--- config.mk ---
export PLATFORM = sky130hd
export DESIGN_NAME = pe_psum_accum
export DESIGN_NICKNAME = d
export VERILOG_FILES = /design/src/rtl/esn_pe_pkg.sv /design/src/rtl/psum_add_tree.sv /design/src/rtl/pe_psum_accum.sv
export SDC_FILE = /design/constraint.sdc
export NUM_CORES = 1
export LEC_CHECK = 0
export ABC_AREA = 1
export BUFFER_PORTS_ARGS = -buffer_cell sky130_fd_sc_hd__clkbuf_2
export CAP_MARGIN = 20
export CORE_UTILIZATION = 26
export CTS_BUF_LIST = sky130_fd_sc_hd__clkbuf_4
export DETAILED_ROUTE_END_ITERATION = 8
export PLACE_DENSITY = 0.44
export SLEW_MARGIN = 20
export SYNTH_ARGS = -nofsm -noshare
export SYNTH_HDL_FRONTEND = slang
export SYNTH_SLANG_ARGS = --single-unit
export TNS_END_PERCENT = 10
--- constraint.sdc ---
create_clock -name clk -period 6.6 [get_ports clk]
set_input_delay 0.33 -clock clk [delete_from_list [all_inputs] [get_ports clk]]
set_output_delay 0.33 -clock clk [all_outputs]
set_load 0.01 [all_outputs]
--- src/rtl/esn_pe_pkg.sv ---
// rtl/esn_pe_pkg.sv - shared widths, Q10.21 limits and signed saturating clamp
package esn_pe_pkg;

    localparam int WWORD_LEN = 32;
    localparam int SWORD_LEN = 16;
    localparam int NPSUM     = 8;
    localparam int ACC_LEN   = 48;

    localparam logic [31:0] QMAX = 32'h7FFF_FFFF;
    localparam logic [31:0] QMIN = 32'h8000_0000;

    // Clamp x to the signed range of a w-bit word; sat reports whether it clipped.
    function automatic logic signed [63:0] sat_clamp(
        input  logic signed [63:0] x,
        input  int                 w,
        output logic               sat
    );
        logic signed [63:0] hi;
        logic signed [63:0] lo;
        hi = (64'sd1 <<< (w - 1)) - 64'sd1;
        lo = -hi - 64'sd1;
        sat = 1'b1;
        if (x > hi) begin
            return hi;
        end else if (x < lo) begin
            return lo;
        end
        sat = 1'b0;
        return x;
    endfunction

endpackage

--- src/rtl/psum_add_tree.sv ---
// rtl/psum_add_tree.sv - registered pairwise adder tree with valid/last sideband
module psum_add_tree #(
    parameter  int WWORD_LEN = esn_pe_pkg::WWORD_LEN,
    parameter  int NPSUM     = esn_pe_pkg::NPSUM,
    localparam int LEVELS    = $clog2(NPSUM),
    localparam int SUM_W     = WWORD_LEN + LEVELS
) (
    input  logic                          clk,
    input  logic                          rst,
    input  logic                          ce,
    input  logic                          in_valid,
    input  logic                          in_last,
    input  logic [NPSUM*WWORD_LEN-1:0]    in_psum,
    output logic                          sum_valid,
    output logic                          sum_last,
    output logic signed [SUM_W-1:0]       sum
);

    // Every level uses the final width; the exact sum never needs more.
    logic signed [SUM_W-1:0] node_d [LEVELS][NPSUM/2];
    logic signed [SUM_W-1:0] node_q [LEVELS][NPSUM/2];
    logic [LEVELS-1:0]       valid_d, valid_q;
    logic [LEVELS-1:0]       last_d,  last_q;

    always_comb begin
        node_d  = node_q;
        valid_d = valid_q;
        last_d  = last_q;
        if (ce) begin
            valid_d[0] = in_valid;
            last_d[0]  = in_valid && in_last;
            for (int i = 0; i < NPSUM / 2; i++) begin
                node_d[0][i] = SUM_W'(signed'(in_psum[(2*i+1)*WWORD_LEN-1 -: WWORD_LEN]))
                             + SUM_W'(signed'(in_psum[(2*i+2)*WWORD_LEN-1 -: WWORD_LEN]));
            end
            for (int l = 1; l < LEVELS; l++) begin
                valid_d[l] = valid_q[l-1];
                last_d[l]  = last_q[l-1];
                for (int i = 0; i < (NPSUM >> (l + 1)); i++) begin
                    node_d[l][i] = node_q[l-1][2*i] + node_q[l-1][2*i+1];
                end
            end
        end
    end

    always_ff @(posedge clk) begin
        if (rst) begin
            node_q  <= '{default: '0};
            valid_q <= '0;
            last_q  <= '0;
        end else begin
            node_q  <= node_d;
            valid_q <= valid_d;
            last_q  <= last_d;
        end
    end

    assign sum_valid = valid_q[LEVELS-1];
    assign sum_last  = last_q[LEVELS-1];
    assign sum       = node_q[LEVELS-1][0];

endmodule

--- src/rtl/pe_psum_accum.sv ---
// rtl/pe_psum_accum.sv - reduces PE partial sums per beat and accumulates a vector readout
module pe_psum_accum #(
    parameter int WWORD_LEN = esn_pe_pkg::WWORD_LEN,
    parameter int NPSUM     = esn_pe_pkg::NPSUM,
    parameter int ACC_LEN   = esn_pe_pkg::ACC_LEN,
    parameter int CNT_LEN   = 8
) (
    input  logic                        clk,
    input  logic                        rst,
    input  logic                        ce,
    input  logic                        in_valid,
    input  logic                        in_last,
    input  logic [NPSUM*WWORD_LEN-1:0]  in_psum,
    output logic                        out_valid,
    output logic [WWORD_LEN-1:0]        out_q,
    output logic                        out_sat,
    output logic [CNT_LEN-1:0]          out_beats
);
    import esn_pe_pkg::*;

    localparam int                 TREE_W  = WWORD_LEN + $clog2(NPSUM);
    localparam logic [CNT_LEN-1:0] CNT_MAX = '1;

    logic                     sum_valid, sum_last;
    logic signed [TREE_W-1:0] sum;

    psum_add_tree #(
        .WWORD_LEN (WWORD_LEN),
        .NPSUM     (NPSUM)
    ) u_tree (
        .clk       (clk),
        .rst       (rst),
        .ce        (ce),
        .in_valid  (in_valid),
        .in_last   (in_last),
        .in_psum   (in_psum),
        .sum_valid (sum_valid),
        .sum_last  (sum_last),
        .sum       (sum)
    );

    logic signed [ACC_LEN-1:0] acc_d, acc_q;
    logic [CNT_LEN-1:0]        cnt_d, cnt_q;
    logic                      sticky_d, sticky_q;
    logic                      first_d, first_q;
    logic                      out_valid_d, out_valid_q;
    logic [WWORD_LEN-1:0]      out_q_d, out_q_q;
    logic                      out_sat_d, out_sat_q;
    logic [CNT_LEN-1:0]        out_beats_d, out_beats_q;

    logic signed [63:0]        acc_wide, out_wide;
    logic signed [ACC_LEN-1:0] acc_next;
    logic                      acc_clamp, out_clamp;
    logic [CNT_LEN-1:0]        cnt_next;

    always_comb begin
        acc_d       = acc_q;
        cnt_d       = cnt_q;
        sticky_d    = sticky_q;
        first_d     = first_q;
        out_valid_d = out_valid_q;
        out_q_d     = out_q_q;
        out_sat_d   = out_sat_q;
        out_beats_d = out_beats_q;

        acc_wide = sat_clamp((first_q ? 64'sd0 : 64'(acc_q)) + 64'(sum), ACC_LEN, acc_clamp);
        acc_next = ACC_LEN'(acc_wide);
        cnt_next = (cnt_q == CNT_MAX) ? cnt_q : cnt_q + CNT_LEN'(1);
        out_wide = sat_clamp(64'(acc_next), WWORD_LEN, out_clamp);

        if (ce) begin
            out_valid_d = 1'b0;
            if (sum_valid) begin
                acc_d    = acc_next;
                sticky_d = sticky_q | acc_clamp;
                cnt_d    = cnt_next;
                first_d  = 1'b0;
                // The closing beat publishes and rearms in the same cycle, so a
                // new vector can start on the very next beat without a bubble.
                if (sum_last) begin
                    out_valid_d = 1'b1;
                    out_q_d     = WWORD_LEN'(out_wide);
                    out_sat_d   = sticky_q | acc_clamp | out_clamp;
                    out_beats_d = cnt_next;
                    sticky_d    = 1'b0;
                    cnt_d       = '0;
                    first_d     = 1'b1;
                end
            end
        end
    end

    always_ff @(posedge clk) begin
        if (rst) begin
            acc_q       <= '0;
            cnt_q       <= '0;
            sticky_q    <= 1'b0;
            first_q     <= 1'b1;
            out_valid_q <= 1'b0;
            out_q_q     <= '0;
            out_sat_q   <= 1'b0;
            out_beats_q <= '0;
        end else begin
            acc_q       <= acc_d;
            cnt_q       <= cnt_d;
            sticky_q    <= sticky_d;
            first_q     <= first_d;
            out_valid_q <= out_valid_d;
            out_q_q     <= out_q_d;
            out_sat_q   <= out_sat_d;
            out_beats_q <= out_beats_d;
        end
    end

    assign out_valid = out_valid_q;
    assign out_q     = out_q_q;
    assign out_sat   = out_sat_q;
    assign out_beats = out_beats_q;

endmodule

; After elaboration in Yosys (flattened, before gate mapping)
; Cells that the tools add are included.
[word_totals]
regBits = 351
latchBits = 0
mem_bits_rw = 0
rom_bits = 0
output_inout_bits = 42
elab_cells = 54
memories = 0
[op_classes]
n_addsub = 9
multipliers = 0
div = 0
n_lt_le_gt_ge = 4
eq_ne = 1
shifts = 0
muxes = 18
bitwise_logic = 2
reduce_logical = 3
[op_table]
columns = op, n
row1 = 48-bit 2-to-1 mux, 3
row2 = 32-bit by 32-bit adder with 33-bit output, 4
row3 = 35-bit adder, 3
row4 = 32-bit 2-to-1 mux, 3
row5 = 64-bit by 35-bit adder with 64-bit output, 1
row6 = "64-bit by 48-bit greater-than comparator with 1-bit output, second input constant", 1
row7 = "64-bit by 48-bit < comparator with 1-bit output, second input constant", 1
row8 = 64-bit 2-to-1 mux, 1
row9 = "48-bit by 32-bit greater-than comparator with 1-bit output, second input constant", 1
row10 = "48-bit by 32-bit < comparator with 1-bit output, second input constant", 1
row11 = 8-bit 2-to-1 mux, 2
row12 = 1-bit 2-to-1 mux, 9
row13 = "8-bit by 1-bit adder with 8-bit output, second input constant", 1
row14 = "8-bit equality test, second input constant", 1
row15 = 3-bit AND reduction, 1
row16 = 1-bit OR, 2
row17 = 2-bit AND reduction, 1
row18 = 1-bit logical AND, 1

; Longest topological paths before layout
; Gate-level depths: netlist of run 1.
[depth]
word_depth = 11
mapped_depth = 32
depth_no_buf = 29

; Modules after synthesis
; From an unflattened synthesis of run 1, not the netlist that was laid out.
[unflattened]
hier_cells = 6020
hier_area_um2 = 34001.4
[by_module_without_submodules]
columns = mod, instances, cells_each, area_per_inst_um2
row1 = psum_add_tree, 1, 4483, 25184.2
row2 = pe_psum_accum, 1, 1537, 8817.2

; Worst setup path before layout of run 1
; OpenSTA, ideal clock, no wires.
[synth_path]
kind = register to register
startpoint = register first_q
endpoint = register out_q_q[10] (netlist: out_q[10])
arrival_ns = 3.262
setup_slack_ns = 3.229
path_stages_with_launch = 25
n_path_buf = 4
cell_sequence = dfxtp_1 -> clkbuf_1 -> buf_1 -> nor2_1 -> ha_1 -> nand2_1 -> inv_1 -> a21oi_1 -> nand2_1 -> inv_1 -> nand2_1 -> nand2_1 -> nand3_2 -> nand2_2 -> nand2_4 -> o21ai_4 -> buf_6 -> nand2_1 -> nor3b_2 -> nand4_1 -> nand2_2 -> buf_6 -> nand3_1 -> nand2_1 -> inv_1
[synth_between]
elab_chain_cells = 10
[synth_lines]
columns = item, line
row1 = "start, declared", pe_psum_accum.sv:45  ; logic first_d, first_q;
row2 = "start signal, assigned", pe_psum_accum.sv:107  ; first_q <= first_d;
row3 = 64-bit 2-to-1 mux *, pe_psum_accum.sv:66  ; acc_wide = sat_clamp((first_q ? 64'sd0 : 64'(acc_q)) + 64'(sum), ACC_LEN, acc_clamp);
row4 = 64-bit by 35-bit adder with 64-bit output *, pe_psum_accum.sv:66
row5 = 64-bit by 48-bit < comparator with 1-bit output, esn_pe_pkg.sv:25  ; end else if (x < lo) begin
row6 = 1-bit 2-to-1 mux, esn_pe_pkg.sv:25
row7 = 1-bit 2-to-1 mux, esn_pe_pkg.sv:23  ; if (x > hi) begin
row8 = 48-bit 2-to-1 mux *, esn_pe_pkg.sv:28  ; sat = 1'b0;
row9 = 48-bit by 32-bit < comparator with 1-bit output, esn_pe_pkg.sv:25
row10 = 1-bit 2-to-1 mux, esn_pe_pkg.sv:25
row11 = 1-bit 2-to-1 mux, esn_pe_pkg.sv:23
row12 = 32-bit 2-to-1 mux *, esn_pe_pkg.sv:28
row13 = "end signal, assigned", pe_psum_accum.sv:109  ; out_q_q <= out_q_d;
row14 = "end, declared", pe_psum_accum.sv:47  ; logic [WWORD_LEN-1:0] out_q_d, out_q_q;
; Mark *: on every way between the ends. The rest lies on a longest branch, timed or not.
; A chain may end at the register's enable or synchronous reset.

; Worst setup path after layout of run 1
[layout_path]
startpoint = register first_q
endpoint = register out_q_q[30] (netlist: out_q[30])
; Same word-level chain as after synthesis.

==> impl_metrics.json, run 1 <==
{
  "viasPerCell": 4.53,
  "pin_count": 303,
  "grt_usage": 0.170,
  "critPathLaunchType": "register",
  "tightest_slew_ns": 0.930,
  "path_class": "reg2reg",
  "outcome": "finished, final reports clean",
  "routed_wirelength_um": 96800,
  "drv_cap": 0,
  "start_util": 0.263,
  "fin_crit_sh": 0.700,
  "detail_route.wl_per_cell_um": 14.8,
  "r2r_start": "first_q",
  "synth.top_cells.by_count": "nand2_1, nor2_1, inv_1, o21ai_0, a21oi_1",
  "rsz0062_at_grt": "false",
  "cts.sinks": 343,
  "ant_nets": 0,
  "yosys_register_bits": 343,
  "root_buffer": "clkbuf_4",
  "numPortBuffers": 302,
  "hp-start": "in_psum[105]",
  "fp-row-count": 121,
  "drive_gt1_frac": 0.102,
  "syn-num-nets": 5050,
  "ys_types": 50,
  "finalInstanceArea_um2": 34800,
  "die_area_um2": 112000,
  "worstPathArrival_ns": 5.40,
  "drt_iter0_drc": 1426,
  "post-place-ws_ns": 2.01,
  "clk_path_buf_depth": 3,
  "slew_viol_final": 0,
  "syn_inst": 4504,
  "clk_latency_ns": 0.92,
  "area_growth_syn_to_layout_pct": 21.2,
  "clk_pin_slew_ns": 0.06,
  "intPower_mw": 4.06,
  "place.gp.congestion": 0.896,
  "hold_class": "in2reg",
  "yosysMostFrequentCell": "nand2_1",
  "swShare": 0.371,
  "yosysWarnings": 0,
  "dr_total_vias": 29600,
  "netlist_area_um2": 28700,
  "worstPathRequired_ns": 7.38,
  "setup_slack_ns": 1.98,
  "yosys-top-cells-area": "dfxtp_1, ha_1, nand2_1",
  "relSlewSlack": 0.380,
  "synth_edf_count": 0,
  "worst_clock_skew_ns": 0.0466,
  "core_area_um2": 109000,
  "p_per_area_nw_per_um2": 186,
  "synth_top_area_frac": 0.239,
  "place_area_um2": 31600,
  "antenna_found_initial": 3,
  "worstPathMaxFanout": 49,
  "cts_tree": "done",
  "ir_drop_uv": 91.1,
  "cts_made_buffers": 104,
  "hold_viol_final": 0,
  "grt_start_max_net_pins": 85,
  "seqPwrFrac": 0.370,
  "max_freq_mhz": 217,
  "hold-path-cell-count": 5,
  "avgSynthCellArea_um2": 6.37,
  "synth_area_leader_cell": "dfxtp_1",
  "first_global_vias": 28700,
  "die_w_um": 334,
  "clockPowerShare": 0.296,
  "finalNetCount": 5546,
  "grt_overflow": 0,
  "drtPass1Iterations": 5,
  "period_needed_ns": 4.62,
  "p_sw_mw": 2.40,
  "crit_path_start": "first_q",
  "ys.flop_type": "dfxtp_1",
  "whs_ns": 0.0802,
  "synthArstFlopShare": 0,
  "setup_tns_ns": 0,
  "ctsHtreeMaxLevel": 3,
  "critPathCaptureType": "register",
  "power.leakage_nw": 17.7,
  "total_power_mw": 6.46,
  "reg2regPathDepth": 24,
  "grt_pass1_wl_um": 153000,
  "die_h_um": 334,
  "setup_violations": 0,
  "drc_errors": 0,
  "yosysSeqAreaShare": 0.239,
  "dp_hpwl_um": 76000,
  "p_comb_frac": 0.334
}
layout make-up:
class	count	area (um^2)
sequential	343	6870
clock inverter	21	110
clock buffer	136	1020
tap	1476	1850
multi-input combinational	3328	18600
inverter	704	2650
timing repair buffer	519	3660
fill	12400	74400
antenna	3	7.51
worst max-delay path, stage by stage (launching register included):
cell and delay, ns:
dfxtp_1 0.30, buf_4 0.28, nor2_1 0.17, ha_1 0.18, inv_1 0.06, fa_1 0.40
inv_1 0.07, nand2_1 0.04, nand2_1 0.08, nand3_1 0.08, nand2_1 0.17, nand2_1 0.07
nand2_1 0.21, nand2_1 0.10, nand4_1 0.12, nand2_2 0.09, o21ai_4 0.56, nand2_1 0.10
nand2_1 0.13, nor3b_2 0.22, nand4_1 0.14, nand2_2 0.55, nand3_1 0.18, nand2_1 0.10
inv_1 0.04
power groups by stage:
stage	Clock, mW	Sequential (mW)	Combinational, mW
6_report	1.91	2.39	2.16
4_1_cts	2.02	2.39	2.19
5_1_grt	2.12	2.40	2.45
3_3_place_gp	0	2.43	2.03
2_1_floorplan	0	2.36	1.44
3_5_place_dp	0	2.43	2.03
per-layer routing:
metal	up-vias	share of wire	track usage
li1	15700	-	-
met1	13300	0.48	0.221
met2	471	0.47	0.291
met3	131	0.033	0.0224
met4	0	0.025	0.0533
met5	-	0	0
stage by stage:
step	instances	util
after floorplan	4504	-
after global placement	6167	0.289
after detailed placement	6167	0.289
after CTS	6527	0.318
after global routing	6530	0.319
final	6530	0.319
state kept, by name, indices dropped and copies added (netlist names), 3 cells and up:
signal	cells
u_tree.node_q	202
acc_q	48
u_tree.valid_q	3
u_tree.sum	35
out_q	32
cnt_q	8
u_tree.last_q	3
out_beats	8
repair_timing:
action | CTS | global route
gates resized for setup | 0 | 0
buffers inserted | 0 | 0
hold endpoints to repair | 191 | 0
hold buffers | 203 | 0
cells by family after synthesis:
family / synth area share
AO/OA/AOI/OAI: 0.209
XOR/XNOR: 0.0626
adder cells (fa/ha/maj): 0.126
buffers and inverters: 0.112
flip-flops: 0.239
multiplexers: 0.000349
AND/OR/NAND/NOR: 0.250
final timing paths:
| check | end | slack (ns) |
|---|---|---|
| max | out_q[30] | 1.98 |
| min | u_tree.node_q[359] | 0.08 |
| max reg2reg | out_q[30] | 1.98 |
| min reg2reg | out_q[31] | 0.45 |
cells in the final DEF (no fill, tap or decap), drive strengths merged, types with 30 or more instances in the layout:
| cell type | count |
|---|---|
| nor2 | 707 |
| nand4 | 30 |
| o211ai | 66 |
| xnor2 | 74 |
| o21bai | 42 |
| o21ai | 433 |
| nand3 | 154 |
| clkbuf | 436 |
| nor3 | 49 |
| inv | 704 |
| o21a | 60 |
| ha | 277 |
| dlygate4sd3 | 203 |
| nand2 | 798 |
| xor2 | 131 |
| a21oi | 383 |
| dfxtp | 343 |
Power figures use the tool's default switching activity.
==> inputs of run 2 (changes only) <==
==> constraint.sdc (replaced) <==
create_clock -name clk -period 4.3 [get_ports clk]
set_input_delay 0.215 -clock clk [delete_from_list [all_inputs] [get_ports clk]]
set_output_delay 0.215 -clock clk [all_outputs]
set_load 0.01 [all_outputs]
==> impl_metrics.json, run 2 (synthesis gave the netlist of run 1 again) <==
{
  "slowest_delay_ns": 0.61,
  "critPathCaptureType": "register",
  "crit_end": "u_tree.node_q[305]",
  "critPathTopFamily": "buffers and inverters",
  "worstPathRequired_ns": 5.11,
  "worst_clock_skew_ns": 0.0619,
  "ctsHtreeMaxLevel": 3,
  "p_comb_frac": 0.342,
  "reg2regPathDepth": 26,
  "area_growth_syn_to_layout_pct": 26.7,
  "grt_overflow": 0,
  "dp_hpwl_um": 76500,
  "crit_top_cell": "dlygate4sd3_1",
  "die_area_um2": 112000,
  "drc_errors": 0,
  "drive_gt1_frac": 0.107,
  "finalInstanceArea_um2": 36300,
  "ant_nets": 0,
  "setup_violations": 0,
  "hold_viol_final": 0,
  "cts.sinks": 343,
  "setup_tns_ns": 0,
  "critPathLaunchType": "input pin",
  "pin_count": 303,
  "place.gp.congestion": 0.945,
  "r2r_start": "first_q",
  "clockPowerShare": 0.305,
  "viasPerCell": 4.52,
  "cts_made_buffers": 103,
  "slowest_stage": "dlygate4sd3_1",
  "tightest_slew_ns": 1.03,
  "clk_latency_ns": 0.95,
  "routed_wirelength_um": 98500,
  "path_class": "in2reg",
  "rsz0062_at_grt": "false",
  "final_cells": 6686,
  "finalNetCount": 5683,
  "hold_class": "in2reg",
  "ir_drop_uv": 147,
  "worstPathMaxFanout": 4,
  "seqPwrFrac": 0.353,
  "path_buf_inv": 7,
  "numPortBuffers": 302,
  "detail_route.wl_per_cell_um": 14.7,
  "drt_iter0_drc": 1454,
  "antenna_found_initial": 1,
  "p_sw_mw": 3.79,
  "place_area_um2": 31800,
  "fp-row-count": 121,
  "die_w_um": 334,
  "period_needed_ns": 4.05,
  "slew_viol_final": 0,
  "placedCellCount": 6183,
  "most-common-layout-cells": "nand2_1, nor2_1, inv_1",
  "crit_path_start": "in_psum[226]",
  "clk_pin_slew_ns": 0.06,
  "largest_reg_flops": 202,
  "intPower_mw": 6.58,
  "fin_crit_sh": 0.941,
  "outcome": "finished, final reports clean",
  "relSlewSlack": 0.317,
  "worstPathArrival_ns": 4.86,
  "first_global_vias": 29500,
  "p_per_area_nw_per_um2": 285,
  "drv_cap": 0,
  "dr_total_vias": 30200,
  "root_buffer": "clkbuf_4",
  "core_area_um2": 109000,
  "cp_cell_sequence": "dlygate4sd3_1, clkbuf_2, ha_1, dlygate4sd3_1, nand3_1, nand2_1, a21oi_1, o21ai_0, a21oi_1, o21bai_2, inv_1, o21ai_1, a21oi_1, o21bai_1, nand2_1, nand3_1, dlygate4sd3_1, nand3_1, dlygate4sd3_1, nand2_1, inv_1",
  "cts_tree": "done",
  "grt_usage": 0.174,
  "reg2reg_slack_ns": 0.43,
  "grt_start_max_net_pins": 213,
  "power.leakage_nw": 18.4,
  "crit_cells": 21,
  "swShare": 0.365,
  "die_h_um": 334,
  "fin_util": 0.333,
  "drtPass1Iterations": 5,
  "final_common_cell": "nand2_1",
  "postCtsSetupRepairBufs": 0,
  "clk_path_buf_depth": 3,
  "max_freq_mhz": 247,
  "total_power_mw": 10.4,
  "top_register": "u_tree.node_q",
  "timing.rr.end": "out_q[4]",
  "start_util": 0.263,
  "grt_pass1_wl_um": 157000
}
==> run 2: repair_timing <==
item                       CTS  global route
gates resized for setup      0            14
setup endpoints to repair    0            39
hold buffers               325             0
hold endpoints to repair   180             0
==> run 2: how the worst min path moves through the flow <==
stage                 startpoint            endpoint  depth (start not counted)  slack [ns]
CTS                 in_psum[141]  u_tree.node_q[329]                          8       0.003
finish               in_psum[13]  u_tree.node_q[399]                          7        0.02
detailed placement      cnt_q[7]            cnt_q[7]                          2        0.46
global route         in_psum[13]  u_tree.node_q[399]                          7        0.07
floorplan               in_valid   u_tree.valid_q[0]                          2        0.36
global placement        cnt_q[7]            cnt_q[7]                          2        0.45
==> run 2: final cells by class <==
class,count,area [um^2]
clock buffer,150,1130
inverter,704,2650
tap,1476,1850
timing repair buffer,657,5060
sequential,343,6870
antenna,1,2.50
fill,12300,72800
clock inverter,27,141
multi-input combinational,3328,18600
==> run 2: power groups by stage <==
stage	sequential, mW	combinational (mW)	clock [mW]
6_report	3.66	3.54	3.16
5_1_grt	3.69	4.02	3.49
4_1_cts	3.66	3.58	3.34
3_5_place_dp	3.73	3.14	0
3_3_place_gp	3.73	3.15	0
2_1_floorplan	3.62	2.22	0
==> run 2: per-stage QoR <==
| stage | setup WS, ns | hold slack, ns |
|---|---|---|
| after floorplan | 0.929 | 0.364 |
| after global placement | 0.342 | 0.455 |
| after detailed placement | 0.303 | 0.460 |
| after CTS | 0.0951 | 0.00264 |
| after global routing | 0.000491 | 0.0690 |
| final | 0.254 | 0.0168 |
==> run 2: worst register-to-register path, delay by kind of cell (launching register included) <==
| family | cells | cell delay, ns |
|---|---|---|
| flops | 1 | 0.32 |
| compound gates | 2 | 0.43 |
| simple gates | 17 | 1.96 |
| fa+ha+maj | 2 | 0.56 |
| buf+inv | 5 | 0.51 |
==> run 2: per-layer routing <==
layer	vias up	part of all wire	global-route usage
met1	13600	0.48	0.227
met3	120	0.030	0.0199
met5	-	0	0
li1	16000	-	-
met2	475	0.47	0.299
met4	0	0.022	0.0513
